[config.mk]
export PLATFORM = sky130hd
export DESIGN_NAME = mem_wb_stage
export DESIGN_NICKNAME = d
export VERILOG_FILES = /design/src/rtl/mem_wb_stage.sv
export SDC_FILE = /design/constraint.sdc
export NUM_CORES = 2
export LEC_CHECK = 0
export ABC_AREA = 1
export ABC_CLOCK_PERIOD_IN_PS = 3700
export BUFFER_PORTS_ARGS = -buffer_cell sky130_fd_sc_hd__buf_4
export CAP_MARGIN = 20
export CORE_ASPECT_RATIO = 1.1
export CORE_MARGIN = 2
export CORE_UTILIZATION = 42
export DETAILED_ROUTE_END_ITERATION = 10
export PLACE_DENSITY = 0.69
export SLEW_MARGIN = 20
export SYNTH_ARGS = -nofsm -noshare
export SYNTH_HDL_FRONTEND = slang
export SYNTH_SLANG_ARGS = --single-unit
[constraint.sdc]
create_clock -name clk -period 3.7 [get_ports clk]
set_input_delay 0.555 -clock clk [delete_from_list [all_inputs] [get_ports clk]]
set_output_delay 0.555 -clock clk [all_outputs]
set_load 0.1 [all_outputs]
[src/rtl/mem_wb_stage.sv]
// rtl/mem_wb_stage.sv - MEM stage data memory with MEM/WB pipeline register and forwarding
module mem_wb_stage #(
    parameter int MEM_DEPTH = 256
) (
    input  logic       clk,
    input  logic       rst,
    input  logic [7:0] IaluResult,
    input  logic [7:0] Ir2,
    input  logic [2:0] Idest,
    input  logic       IDMMemWrite,
    input  logic       IregWrite,
    input  logic       IregWriteDataSel,
    input  logic       stall,
    input  logic       flush,
    output logic [7:0] OwbData,
    output logic [2:0] Odest,
    output logic       OregWrite,
    output logic [7:0] OfwdData,
    output logic [2:0] OfwdDest,
    output logic       OfwdValid
);

    localparam int ADDR_W = (MEM_DEPTH > 1) ? $clog2(MEM_DEPTH) : 1;

    logic [7:0]        mem_q [MEM_DEPTH];
    logic [ADDR_W-1:0] addr;
    logic [7:0]        mem_rdata;
    logic [7:0]        mem_result;
    logic              store_en;

    logic [7:0]        wb_data_q, wb_data_d;
    logic [2:0]        dest_q, dest_d;
    logic              reg_write_q, reg_write_d;

    // Upper address bits are dropped so accesses wrap modulo MEM_DEPTH.
    assign addr       = IaluResult[ADDR_W-1:0];
    assign mem_rdata  = mem_q[addr];
    assign mem_result = IregWriteDataSel ? mem_rdata : IaluResult;
    assign store_en   = IDMMemWrite & ~stall & ~flush;

    // Data memory: async clear, store on edge; reads see pre-edge contents.
    always_ff @(posedge clk or negedge rst) begin
        if (!rst) begin
            for (int i = 0; i < MEM_DEPTH; i++) begin
                mem_q[i] <= 8'h00;
            end
        end else if (store_en) begin
            mem_q[addr] <= Ir2;
        end
    end

    // MEM/WB next state: flush inserts a bubble and beats stall, stall holds.
    always_comb begin
        wb_data_d   = wb_data_q;
        dest_d      = dest_q;
        reg_write_d = reg_write_q;
        if (flush) begin
            wb_data_d   = 8'h00;
            dest_d      = 3'd0;
            reg_write_d = 1'b0;
        end else if (!stall) begin
            wb_data_d   = mem_result;
            dest_d      = Idest;
            reg_write_d = IregWrite;
        end
    end

    // MEM/WB register with asynchronous clear.
    always_ff @(posedge clk or negedge rst) begin
        if (!rst) begin
            wb_data_q   <= 8'h00;
            dest_q      <= 3'd0;
            reg_write_q <= 1'b0;
        end else begin
            wb_data_q   <= wb_data_d;
            dest_q      <= dest_d;
            reg_write_q <= reg_write_d;
        end
    end

    assign OwbData   = wb_data_q;
    assign Odest     = dest_q;
    assign OregWrite = reg_write_q;

    // Forwarding path straight from the MEM stage, invalidated by flush.
    assign OfwdData  = mem_result;
    assign OfwdDest  = Idest;
    assign OfwdValid = IregWrite & ~flush;

endmodule

==> flow_metrics.tcl <==
set metrics [dict create \
    initial_utilization_pct 42.3 \
    clock-skew-final_ps 30.3 \
    wire_per_inst_um 20.2 \
    cpPeakStageDelay_ps 270 \
    synth-simple-area-share_pct 26.9 \
    synth_compound_area_share_pct 13.0 \
    path_max_fanout 27 \
    die_y_um 494 \
    fmax_mhz 270 \
    gp_congestion 0.926 \
    cp_data_required_time_ps 3140 \
    syn_avg_cell_area_um2 7.85 \
    cts_buffer_depth 3 \
    clkLatencyLatePin_ps 870 \
    gr-usage-met3_pct 5.01 \
    layout.cells.most_common "nand2_1" \
    die_w_um 449 \
    clock-root-buffer "clkbuf_16" \
    worst_pin_slew_ps 1100 \
    startpoint_type "input port" \
    synthAdderAreaFrac_pct 0 \
    p_total_mw 48.1 \
    cts.sinks 2060 \
    ant_nets 0 \
    crit_type "input port to primary output" \
    portBuffers 49 \
    cts_max_level 4 \
    num_io_pins 50 \
    hpwl_um 185000 \
    drt_wl_total_um 294000 \
    seq_area_frac_synth_pct 56.3 \
    syn-cell-area_mm2 0.0916 \
    antenna_found_initial 7 \
    synthCells 11700 \
    hold_path.class "input port to flop" \
    vias_per_cell 5.54 \
    failed_checks "negative setup slack" \
    yosysWarnings 0 \
    path_clk_slew_ps 60 \
    dieArea_mm2 0.222 \
    critical_path.slowest_cell "o21ai_1" \
    synthXorXnorAreaFrac_pct 0 \
    grt_use_met1_pct 35.2 \
    cts_buffers 209 \
    fillers 20200 \
    leakage_nw 49.4 \
    period_share_pct 100 \
    grt_busiest_layer "met2" \
    num_vias 80800 \
    finalSetupViolations 1 \
    synth_cell_types 22 \
    postSynthNetCount 11700 \
    worstPathArrival_ps 3150 \
    crit_chain "clkbuf_8 > buf_4 > nor2_4 > buf_12 > buf_12 > nand2_1 > nand4_1 > nand2_1 > nand2_1 > o21ai_1 > nand2_1 > nor2_2 > nand2_2 > nor2_4 > buf_4 > a21boi_4 > buf_12" \
    core-area_mm2 0.217 \
    maxCapViolCount 0 \
    critPathMostFrequentCell "nand2_1" \
    rsz0062_at_grt "true" \
    cts_tree "yes" \
    seq_area_mm2 0.0515 \
    grt.overflow.total 0 \
    cp_num_buf_inv 6 \
    outcome "complete, but fails checks" \
    grt_max_degree 165 \
    slew_headroom_pct 26.1 \
    layout_common_cells "5807 x nand2_1, 2060 x dfrtp_1, 1839 x o21ai_0" \
    hold_ws_ps 156 \
    cp_top_family "simple AND/OR/NAND/NOR gates" \
    std_cell_rows 179 \
    post-route-min-period_ps 3700 \
    synth_top_family_by_area "simple AND/OR/NAND/NOR gates" \
    synthMuxAreaShare_pct 0 \
    hold_violations 0 \
    grt_pass1_wl_um 461000 \
    drt_iter0_markers 9042 \
    endpoint_kind "primary output" \
    synth_seq_cells 2060 \
    grt_usage_pct 26.3 \
    dr.pass1.iters 9 \
    drive_gt1_share_pct 7.80 \
    drc 0 \
    nets 11500 \
    drv_slew 0 \
    multi_input_area_mm2 0.0370 \
    powerDensity_mw_per_mm2 458 \
    syn2layout_area_growth_pct 14.7 \
    gr-usage-met2_pct 41.3 \
    ir_worst_vdd_mv 0.586 \
    grt_pass1_vias 77800 \
    fin_ws_ps -3.02 \
]
-- Yosys cell counts, drive strengths merged --
master / n / area share (%)
inv: 37 / 0.15
a22o: 3 / 0.029
nand4: 237 / 1.6
nor4: 6 / 0.11
nor3: 1 / 0.011
a21boi: 3 / 0.025
nand2: 5823 / 24
dfrtp: 2060 / 56
a21oi: 97 / 0.53
a22oi: 32 / 0.26
nand3b: 1 / 0.022
o21ai: 2221 / 12
nor2: 200 / 0.84
buf: 131 / 0.68
nand3: 83 / 0.45
clkbuf: 723 / 3.0
-- per-layer routing --
layer / share of wire, % / vias to the layer above
met3: 8.8 / 728
met4: 5.0 / 12
met5: 0.030 / -
li1: - / 37200
met1: 41 / 39300
met2: 45 / 3588
-- flip-flops by register name, summed over array words and instances, names as in the netlist --
register   flops
OwbData        8
mem_q       2048
OregWrite      1
Odest          3
-- worst paths after layout --
path	start	endpoint	slack, ps	depth (start not counted)
min	Ir2[7]	mem_q[1519]	160	3
min in group asynchronous	rst	mem_q[1606]	210	2
min reg2reg	mem_q[44]	mem_q[44]	480	2
max reg2reg	mem_q[556]	OwbData[4]	1360	17
max in group asynchronous	rst	mem_q[859]	2180	3
max	IaluResult[1]	OfwdData[7]	-3	17
-- what timing repair did --
action | CTS | global route
buffers inserted | 7 | 7
setup endpoints to repair | 7 | 8
resized for setup | 51 | 57
hold endpoints to repair | 311 | 0
hold buffers | 7 | 0
gates cloned | 3 | 2
pin swaps | 9 | 5
-- report_power, final --
part           internal [mW]  total, mW  switching (mW)
clock network           12.8       21.9            9.14
logic                  0.799       3.12            2.32
registers               22.9       23.1           0.190
total                   36.5       48.1            11.7
-- cells by family after synthesis --
| family | after synthesis |
|---|---|
| buf+inv | 891 |
| flops | 2060 |
| compound gates | 2356 |
| simple gates | 6351 |
-- tightest hold or removal path: stages --
cell and delay, ps:
buf_4 110, inv_8 150, o21ai_1 170
-- per-stage QoR --
step | area, µm² | TNS (ps) | util (%) | std cells | setup slack (ps)
floorplan | 91600 | 0 | - | 11700 | 343
global placement | 97200 | -2480 | 44.9 | 14200 | -770
detailed placement | 97200 | -2380 | 44.9 | 14200 | -743
CTS | 105000 | -10.9 | 48.3 | 14600 | -10.9
global route | 105000 | -82.7 | 48.5 | 14600 | -44.9
finish | 105000 | -3.02 | 48.5 | 14600 | -3.02
-- area by class of cell --
| type | instances | area share, % |
|---|---|---|
| timing repair buffer | 489 | 5.30 |
| tap | 2896 | 3.45 |
| clock buffer | 314 | 5.83 |
| antenna | 4 | 0.00953 |
| sequential | 2060 | 49.1 |
| multi-input combinational | 8707 | 35.2 |
| inverter | 37 | 0.211 |
| clock inverter | 66 | 0.902 |
No activity file was read; power rests on OpenSTA's default activity.
